[config.mk]
export PLATFORM = sky130hd
export DESIGN_NAME = kernel_launcher_flat
export DESIGN_NICKNAME = d
export VERILOG_FILES = /design/src/rtl/kernel_launcher_if.sv /design/src/rtl/kernel_launcher.sv /design/src/flat_wrapper.sv
export SDC_FILE = /design/constraint.sdc
export NUM_CORES = 1
export LEC_CHECK = 0
export ABC_AREA = 1
export ABC_CLOCK_PERIOD_IN_PS = 1750
export BUFFER_PORTS_ARGS = -buffer_cell sky130_fd_sc_hd__clkbuf_2
export CAP_MARGIN = 30
export CORE_UTILIZATION = 35
export DETAILED_ROUTE_END_ITERATION = 12
export GPL_TIMING_DRIVEN = 0
export PLACE_DENSITY = 0.65
export SYNTH_ARGS = -nofsm -noshare
export SYNTH_HDL_FRONTEND = slang
export SYNTH_SLANG_ARGS = --single-unit
export TNS_END_PERCENT = 30
[constraint.sdc]
create_clock -name clk -period 1.75 [get_ports clk]
set_input_delay 0.35 -clock clk [delete_from_list [all_inputs] [get_ports clk]]
set_output_delay 0.35 -clock clk [all_outputs]
set_load 0.05 [all_outputs]
[src/rtl/kernel_launcher_if.sv]
// Host register bus plus dispatcher launch handshake for kernel_launcher.
// The master side is the host/dispatcher; the slave side is the launcher.
interface kernel_launcher_if;
    logic       host_wr_en;
    logic       host_rd_en;
    logic [2:0] host_addr;
    logic [7:0] host_wdata;
    logic [7:0] host_rdata;
    logic [4:0] thread_count;
    logic       kernel_start;
    logic       disp_reset;
    logic       kernel_complete;
    logic       busy;

    modport master (
        output host_wr_en, host_rd_en, host_addr, host_wdata, kernel_complete,
        input  host_rdata, thread_count, kernel_start, disp_reset, busy
    );

    modport slave (
        input  host_wr_en, host_rd_en, host_addr, host_wdata, kernel_complete,
        output host_rdata, thread_count, kernel_start, disp_reset, busy
    );
endinterface

[src/rtl/kernel_launcher.sv]
// Host-facing launch sequencer: register file, launch validation and cycle counter.
// Optional watchdog abort when LAUNCHER_TIMEOUT_EN is defined.
module kernel_launcher #(
    parameter int NUM_CORES        = 4,
    parameter int THREADS_PER_CORE = 4,
    parameter int CYC_W            = 16,
    parameter int TIMEOUT_CYCLES   = 1000
) (
    input  logic            clk,
    input  logic            reset,
    kernel_launcher_if.slave bus
);
    localparam int MAX_THREADS = NUM_CORES * THREADS_PER_CORE;

    localparam logic [2:0] ADDR_TC     = 3'd0;
    localparam logic [2:0] ADDR_CTRL   = 3'd1;
    localparam logic [2:0] ADDR_STATUS = 3'd2;
    localparam logic [2:0] ADDR_CYC_LO = 3'd3;
    localparam logic [2:0] ADDR_CYC_HI = 3'd4;

    typedef enum logic [1:0] {IDLE, CLEAR, START, RUN} state_e;

    state_e           state_q, state_d;
    logic [4:0]       tc_q, tc_d;
    logic             done_q, done_d;
    logic             err_q, err_d;
    logic [CYC_W-1:0] cyc_q, cyc_d;
    logic [7:0]       rdata_q, rdata_d;
    logic             timeout_bit;
    logic             abort_pulse;

`ifdef LAUNCHER_TIMEOUT_EN
    localparam int CYC_MAX     = (1 << CYC_W) - 1;
    localparam int TIMEOUT_LIM = (TIMEOUT_CYCLES > CYC_MAX) ? CYC_MAX : TIMEOUT_CYCLES;
    logic timeout_q, timeout_d;
    logic abort_q, abort_d;
    assign timeout_bit = timeout_q;
    assign abort_pulse = abort_q;
`else
    assign timeout_bit = 1'b0;
    assign abort_pulse = 1'b0;
`endif

    logic             busy;
    logic             wr_tc, wr_ctrl, launch_req, launch_ok, tc_valid;
    logic [CYC_W-1:0] cyc_inc;
    logic [7:0]       cyc_hi;

    assign busy     = (state_q != IDLE);
    assign wr_tc    = bus.host_wr_en && (bus.host_addr == ADDR_TC);
    assign wr_ctrl  = bus.host_wr_en && (bus.host_addr == ADDR_CTRL);
    assign tc_valid = (tc_q != 5'd0) && (32'(tc_q) <= MAX_THREADS);
    assign launch_req = wr_ctrl && bus.host_wdata[0];
    assign launch_ok  = launch_req && (state_q == IDLE) && tc_valid;
    // Saturating increment: the runtime pins at all-ones instead of wrapping.
    assign cyc_inc  = (cyc_q == '1) ? cyc_q : cyc_q + 1'b1;

    // NOTE: every target gets its default first so no path leaves a value unassigned (no latches).
    always_comb begin
        state_d = state_q;
        tc_d    = tc_q;
        done_d  = done_q;
        err_d   = err_q;
        cyc_d   = cyc_q;
        rdata_d = rdata_q;
        cyc_hi  = '0;
`ifdef LAUNCHER_TIMEOUT_EN
        timeout_d = timeout_q;
        abort_d   = 1'b0;
`endif

        // Host clears come first so that any set later in this block wins.
        if (wr_ctrl && bus.host_wdata[1]) done_d = 1'b0;
        if (wr_ctrl && bus.host_wdata[2]) begin
            err_d = 1'b0;
`ifdef LAUNCHER_TIMEOUT_EN
            timeout_d = 1'b0;
`endif
        end

        unique case (state_q)
            IDLE: begin
                if (launch_ok) begin
                    state_d = CLEAR;
`ifdef LAUNCHER_TIMEOUT_EN
                    timeout_d = 1'b0;
`endif
                end
            end
            CLEAR: begin
                cyc_d   = '0;
                done_d  = 1'b0;
                state_d = START;
            end
            START: begin
                cyc_d   = cyc_inc;
                state_d = RUN;
            end
            RUN: begin
                if (bus.kernel_complete) begin
                    done_d  = 1'b1;
                    state_d = IDLE;
`ifdef LAUNCHER_TIMEOUT_EN
                end else if (32'(cyc_q) >= TIMEOUT_LIM) begin
                    abort_d   = 1'b1;
                    timeout_d = 1'b1;
                    err_d     = 1'b1;
                    done_d    = 1'b0;
                    state_d   = IDLE;
`endif
                end else begin
                    cyc_d = cyc_inc;
                end
            end
            default: state_d = IDLE;
        endcase

        if (launch_req && !launch_ok) err_d = 1'b1;
        if (wr_tc) begin
            if (busy) err_d = 1'b1;
            else      tc_d  = bus.host_wdata[4:0];
        end

        cyc_hi[CYC_W-9:0] = cyc_q[CYC_W-1:8];
        if (bus.host_rd_en) begin
            unique case (bus.host_addr)
                ADDR_TC:     rdata_d = {3'b000, tc_q};
                ADDR_STATUS: rdata_d = {4'b0000, timeout_bit, err_q, done_q, busy};
                ADDR_CYC_LO: rdata_d = cyc_q[7:0];
                ADDR_CYC_HI: rdata_d = cyc_hi;
                default:     rdata_d = 8'h00;
            endcase
        end
    end

    // NOTE: state registers use non-blocking assignments so every flop samples pre-edge values.
    always_ff @(posedge clk or posedge reset) begin
        if (reset) begin
            state_q <= IDLE;
            tc_q    <= '0;
            done_q  <= 1'b0;
            err_q   <= 1'b0;
            cyc_q   <= '0;
            rdata_q <= '0;
`ifdef LAUNCHER_TIMEOUT_EN
            timeout_q <= 1'b0;
            abort_q   <= 1'b0;
`endif
        end else begin
            state_q <= state_d;
            tc_q    <= tc_d;
            done_q  <= done_d;
            err_q   <= err_d;
            cyc_q   <= cyc_d;
            rdata_q <= rdata_d;
`ifdef LAUNCHER_TIMEOUT_EN
            timeout_q <= timeout_d;
            abort_q   <= abort_d;
`endif
        end
    end

    assign bus.host_rdata   = rdata_q;
    assign bus.thread_count = tc_q;
    assign bus.kernel_start = (state_q == START);
    assign bus.disp_reset   = (state_q == CLEAR) || abort_pulse;
    assign bus.busy         = busy;
endmodule

[src/flat_wrapper.sv]
// flat-port wrapper written by rule: the top's interface ports become plain ports
module kernel_launcher_flat 
#(
    parameter int NUM_CORES        = 4,
    parameter int THREADS_PER_CORE = 4,
    parameter int CYC_W            = 16,
    parameter int TIMEOUT_CYCLES   = 1000
)
  (clk, reset, bus_host_wr_en, bus_host_rd_en, bus_host_addr, bus_host_wdata, bus_kernel_complete, bus_host_rdata, bus_thread_count, bus_kernel_start, bus_disp_reset, bus_busy);
  kernel_launcher_if bus_i ();
  input  logic clk;
  input  logic reset;
  input wire logic [$bits(bus_i.host_wr_en)-1:0] bus_host_wr_en;
  input wire logic [$bits(bus_i.host_rd_en)-1:0] bus_host_rd_en;
  input wire logic [$bits(bus_i.host_addr)-1:0] bus_host_addr;
  input wire logic [$bits(bus_i.host_wdata)-1:0] bus_host_wdata;
  input wire logic [$bits(bus_i.kernel_complete)-1:0] bus_kernel_complete;
  output wire logic [$bits(bus_i.host_rdata)-1:0] bus_host_rdata;
  output wire logic [$bits(bus_i.thread_count)-1:0] bus_thread_count;
  output wire logic [$bits(bus_i.kernel_start)-1:0] bus_kernel_start;
  output wire logic [$bits(bus_i.disp_reset)-1:0] bus_disp_reset;
  output wire logic [$bits(bus_i.busy)-1:0] bus_busy;
  assign bus_i.host_wr_en = bus_host_wr_en;
  assign bus_i.host_rd_en = bus_host_rd_en;
  assign bus_i.host_addr = bus_host_addr;
  assign bus_i.host_wdata = bus_host_wdata;
  assign bus_i.kernel_complete = bus_kernel_complete;
  assign bus_host_rdata = bus_i.host_rdata;
  assign bus_thread_count = bus_i.thread_count;
  assign bus_kernel_start = bus_i.kernel_start;
  assign bus_disp_reset = bus_i.disp_reset;
  assign bus_busy = bus_i.busy;
  kernel_launcher #(.NUM_CORES(NUM_CORES), .THREADS_PER_CORE(THREADS_PER_CORE), .CYC_W(CYC_W), .TIMEOUT_CYCLES(TIMEOUT_CYCLES)) u_core (.clk(clk), .reset(reset), .bus(bus_i));
endmodule
======== Word-level counts from Yosys, hierarchy flattened ========
Cells that the tools add are included.
operators by class
  add/subtract/negate cells ............... 1
  multipliers ............................. 0
  divide/modulo/power cells ............... 0
  magnitude comparators ................... 1
  eq/ne operators ......................... 11
  shift operators ......................... 0
  muxes and demuxes ....................... 14
  bitwise gates (word level) .............. 1
  reductions and logical operators ........ 18
operators by type and width
  cell                     count
  $pmux W16 S3             1
  $mux W16                 2
  $pmux W8 S4              1
  $add A16 B1 Y16 const B  1
  $eq A16 B16 Y1 const B   1
  $logic_and A1 B1 Y1      9
  $pmux W2 S4              1
  $eq A3 B2 Y1 const B     2
  $mux W1                  6
  $reduce_and A2 Y1        3
  $le A5 B5 Y1 const B     1
  $reduce_bool A5 Y1       1
  $eq A2 B2 Y1 const B     2
  $mux W2                  2
  $ne A2 B2 Y1 const B     2
  $eq A3 B1 Y1 const B     1
  $eq A3 B3 Y1 const B     1
  $logic_not A3 Y1         1
  $reduce_bool A3 Y1       1
  $eq A2 B1 Y1 const B     1
  $logic_not A2 Y1         1
  $ne A2 B1 Y1 const B     1
  $pmux W1 S2              1
  $reduce_bool A2 Y1       1
  other kinds (2)          2
storage, ports and cells
  flip-flop bits (word level) ............. 33
  latch bits .............................. 0
  RAM bits ................................ 0
  memory bits (read-only) ................. 0
  bits of input ports ..................... 16
  output and inout port bits .............. 16
  word-level logic and storage cells ...... 52
  memories ................................ 0

======== Longest topological paths before layout ========
  depth in word-level cells ............... 10
  mapped depth ............................ 10
  gate-level depth less buffers ........... 10

======== Worst setup path after synthesis ========
OpenSTA, ideal clock, no wires.
  path type ............................... reg-to-reg
  start ................................... register u_core.state_q[0]
  end ..................................... register u_core.cyc_q[15]
  setup time .............................. 0.074 ns
  arrival time ............................ 1.598 ns
  required time ........................... 1.676 ns
  setup slack ............................. 0.078 ns
  cell stages (with the launch flop) ...... 8
  path buffers ............................ 1
  clock period less this slack ............ 1.672 ns
  path through ............................ dfrtp_1 -> inv_1 -> ha_1 -> nor2_1 -> inv_1 -> clkbuf_8 -> nand3_1 -> o21ai_2
between the ends
  longest elaborated chain between the ends .. 3
  elaborated cells on any way between the ends .. 7
  those cells by class .................... 4 x eq/ne; 1 x mux; 2 x reduce/logical
ends and longest elaborated chain
  item                                 line                    text
  start: declaration                   kernel_launcher.sv:23   state_e state_q, state_d;
  start signal: assignment             kernel_launcher.sv:150  state_q <= state_d;
  $eq A2 B2 Y1 (*)                     n/a
  via bus_kernel_start                 flat_wrapper.sv:20      output wire logic [$bits(bus_i.kernel_start)-1:0] bus_kernel_start;
  $reduce_bool A3 Y1 (no source line)  n/a
  $reduce_and A2 Y1 (no source line)   n/a
  end signal: assignment               kernel_launcher.sv:154  cyc_q <= cyc_d;
  end: declaration                     kernel_launcher.sv:27   logic [CYC_W-1:0] cyc_q, cyc_d;
Mark *: on every way through the listed nets, which the timed path passes. The rest lies on a longest branch.
A chain may end at the register's enable or synchronous reset.

======== Worst setup path after layout ========
  start ................................... register u_core.state_q[1]
  end ..................................... output port bus_busy
between the ends
  longest elaborated chain between the ends .. 1
ends and longest elaborated chain
  item                line                   text
  $reduce_bool A2 Y1  kernel_launcher.sv:49  assign busy = (state_q != IDLE);
  end: declaration    flat_wrapper.sv:22     output wire logic [$bits(bus_i.busy)-1:0] bus_busy;
No other way between the ends.

==> flow_summary.ini <==
[clocking]
cts_htree_levels = 2
clock_path_buffers = 2
clock_sinks = 33
cts-root-buf = clkbuf_8
numCtsBuffers = 5
clk_pin_slew_ns = 0.07
cts_tree = yes
clock_latency_ns = 0.29

[route]
detail-route-antenna-nets = 0
vias = 1868
viasPerCell = 4.83
drt_iter0_drc = 94
routedWlPerCell_um = 12.1
dr.pass1.iters = 4
drc = 0
wl_um = 4680

[global_route]
grt_usage_pct = 16.8
antenna_found_initial = 0
grt_first_pass_wirelength_um = 7980
grt_max_degree = 19
gr-total-overflow = 0
grt_pass1_vias = 1701

[die]
start_util_pct = 36.9
fp.dieH_um = 78.9
die_w_um = 78.9
io_pins = 32
core_area_sq_um = 5610
die_area_sq_um = 6230
rows = 27

[cells_and_area]
fin_nets = 335
diodes = 0
areaGrowthSynthToFinish_pct = 19.0
drive_above_1_share_pct = 21.9
final_cells = 387

[worst_setup_path]
path_class = flip-flop to output pin
cp-end-kind = output pin
crit_fanout = 6
cp-start-kind = flip-flop
r2r_slack_ns = 0.15
slowest_stage = dfrtp_2
path_cells = inv_1 > ha_1 > inv_2 > clkbuf_8
slowest_delay_ns = 0.45
crit_required_ns = 1.40
crit_arrival_ns = 1.32

[timing]
fmax_mhz = 598
hold_slack_ns = 0.127
final_hold_viol_count = 0
fin_skew_ns = 0.00464
worst_pin_slew_ns = 0.678
drv_slew = 0
rsz0062_at_grt = no
tns_ns = 0
period_share_pct = 95.6
finalSetupViolCount = 0
relSlewSlack_pct = 54.8
period_needed_ns = 1.67

[place]
dp_hpwl_um = 3680
placedCellCount = 378
gp_congestion = 0.911
numPortBuffers = 28

[logic_synthesis]
ys_seq_area_share_pct = 39.9
synth.cell_area_sq_um = 2070
synth_cell_type_count = 31
synth_nets = 298
yosys_warnings = 0
avgSynthCellArea_sq_um = 7.48
synth_seq_cells = 33
postSynthCellCount = 277

[power_and_ir_drop]
static-leakage-power_nw = 1.18
p_per_area_nw_per_um2 = 1340
power_mw = 3.29
peakVddDrop_mv = 0.982

[job]
cap_violations = 0

[run_status]
status = completed

[worst_hold_path]
hold_path.class = input pin to asynchronous set/reset pin
## cell type report
| cell class | count | area [sq um] |
|---|---|---|
| fill | 578 | 3140 |
| multi-input combinational | 203 | 1070 |
| sequential | 33 | 828 |
| timing repair buffer | 30 | 184 |
| inverter | 37 | 139 |
| clock buffer | 7 | 96.3 |
| tap | 72 | 90.1 |
| buffer | 4 | 48.8 |
| clock inverter | 1 | 5.00 |
## stage by stage
stage | area (sq um) | setup slack [ns] | util (%)
floorplan | 2070 | 0.0779 | -
global placement | 2300 | 0.0317 | 41.0
detailed placement | 2330 | 0.00427 | 41.5
CTS | 2440 | 0.0386 | 43.6
global route | 2460 | 0.00808 | 43.9
finish | 2460 | 0.0773 | 43.9
## repair_timing
action	4_1_cts	5_1_grt
endpoints found under the setup margin	7	14
setup buffers	0	1
hold buffers	0	0
resized for setup	5	3
## layout by cell type (no fill, tap or decap), types with 6 or more instances in the layout
master / instances
nand2_1: 83
inv_1: 35
dfrtp_1: 31
clkbuf_2: 27
nor2_1: 26
nand3_1: 20
o21ai_0: 16
nand4_1: 9
clkbuf_8: 9
mux2_2: 7
o21ai_2: 6
## routing by layer
layer	part of all wire [%]	up-vias	global-route usage (%)
met1	50	859	23.4
met2	44	31	24.9
li1	-	969	-
met5	0	-	0
met3	3.3	9	3.22
met4	2.3	0	8.18
## kinds of logic (layout without fill, tap and decap cells)
kind of cell               Yosys count  in the layout  share of synthesized area (%)
buffers and inverters               41             79                           9.06
xor gates and xnor gates             5              5                           2.11
adders and majority gates            5              5                           3.02
AOI/OAI and AO/OA                   32             32                           9.49
and+or+nand+nor                    154            154                           32.6
DFF                                 33             33                           39.9
muxes                                7              7                           3.81
## critical path, delay by kind of cell (launching register included)
| family | cells | cell delay (ns) |
|---|---|---|
| fa+ha+maj | 1 | 0.23 |
| flops | 1 | 0.45 |
| buf+inv | 3 | 0.35 |
## synth_stat cells
cell	n	area [sq um]
inv_1	36	135
ha_1	5	62.6
o21ai_2	6	52.6
o21ai_1	3	15.0
or2_2	1	6.26
nand3_1	20	100
o21a_1	1	7.51
xor2_1	5	43.8
nor3_1	4	20.0
a22oi_1	1	7.51
o221ai_1	1	8.76
nor2_1	27	101
mux2_2	7	78.8
nor2_2	2	12.5
nand2_2	3	18.8
nand2_1	83	312
o22ai_1	2	12.5
buf_6	1	11.3
clkbuf_1	1	3.75
dfrtp_1	33	826
nand4_1	9	56.3
o21bai_1	1	7.51
buf_12	1	20.0
nand3b_1	1	7.51
clkbuf_8	1	13.8
nor3b_1	1	7.51
a21oi_1	1	5.00
nor2_4	2	22.5
inv_2	1	3.75
o21ai_0	16	80.1
nand2_4	1	11.3
## power breakdown
part | internal, mW | switching, mW | leakage, nW
clock network | 0.355 | 0.289 | 0.0542
logic | 0.508 | 1.09 | 0.687
registers | 0.908 | 0.147 | 0.438
## sequential cells by signal (all words and copies together), names as in the netlist
register / flops
u_core.state_q: 2
u_core.done_q: 1
u_core.cyc_q: 16
u_core.bus.host_rdata: 8
u_core.err_q: 1
u_core.bus.thread_count: 5
## final timing paths
kind | from | to | cells past startpoint
setup reg to reg | u_core.state_q[0] | u_core.cyc_q[15] | 6
hold / removal | reset | u_core.cyc_q[4] | 2
max in group asynchronous | reset | u_core.state_q[1] | 3
setup / recovery | u_core.state_q[1] | bus_busy | 4
min in group clk | bus_host_wdata[3] | u_core.bus.thread_count[3] | 2
hold reg to reg | u_core.bus.host_rdata[5] | u_core.bus.host_rdata[5] | 1
(Power assumes the default switching activity.)
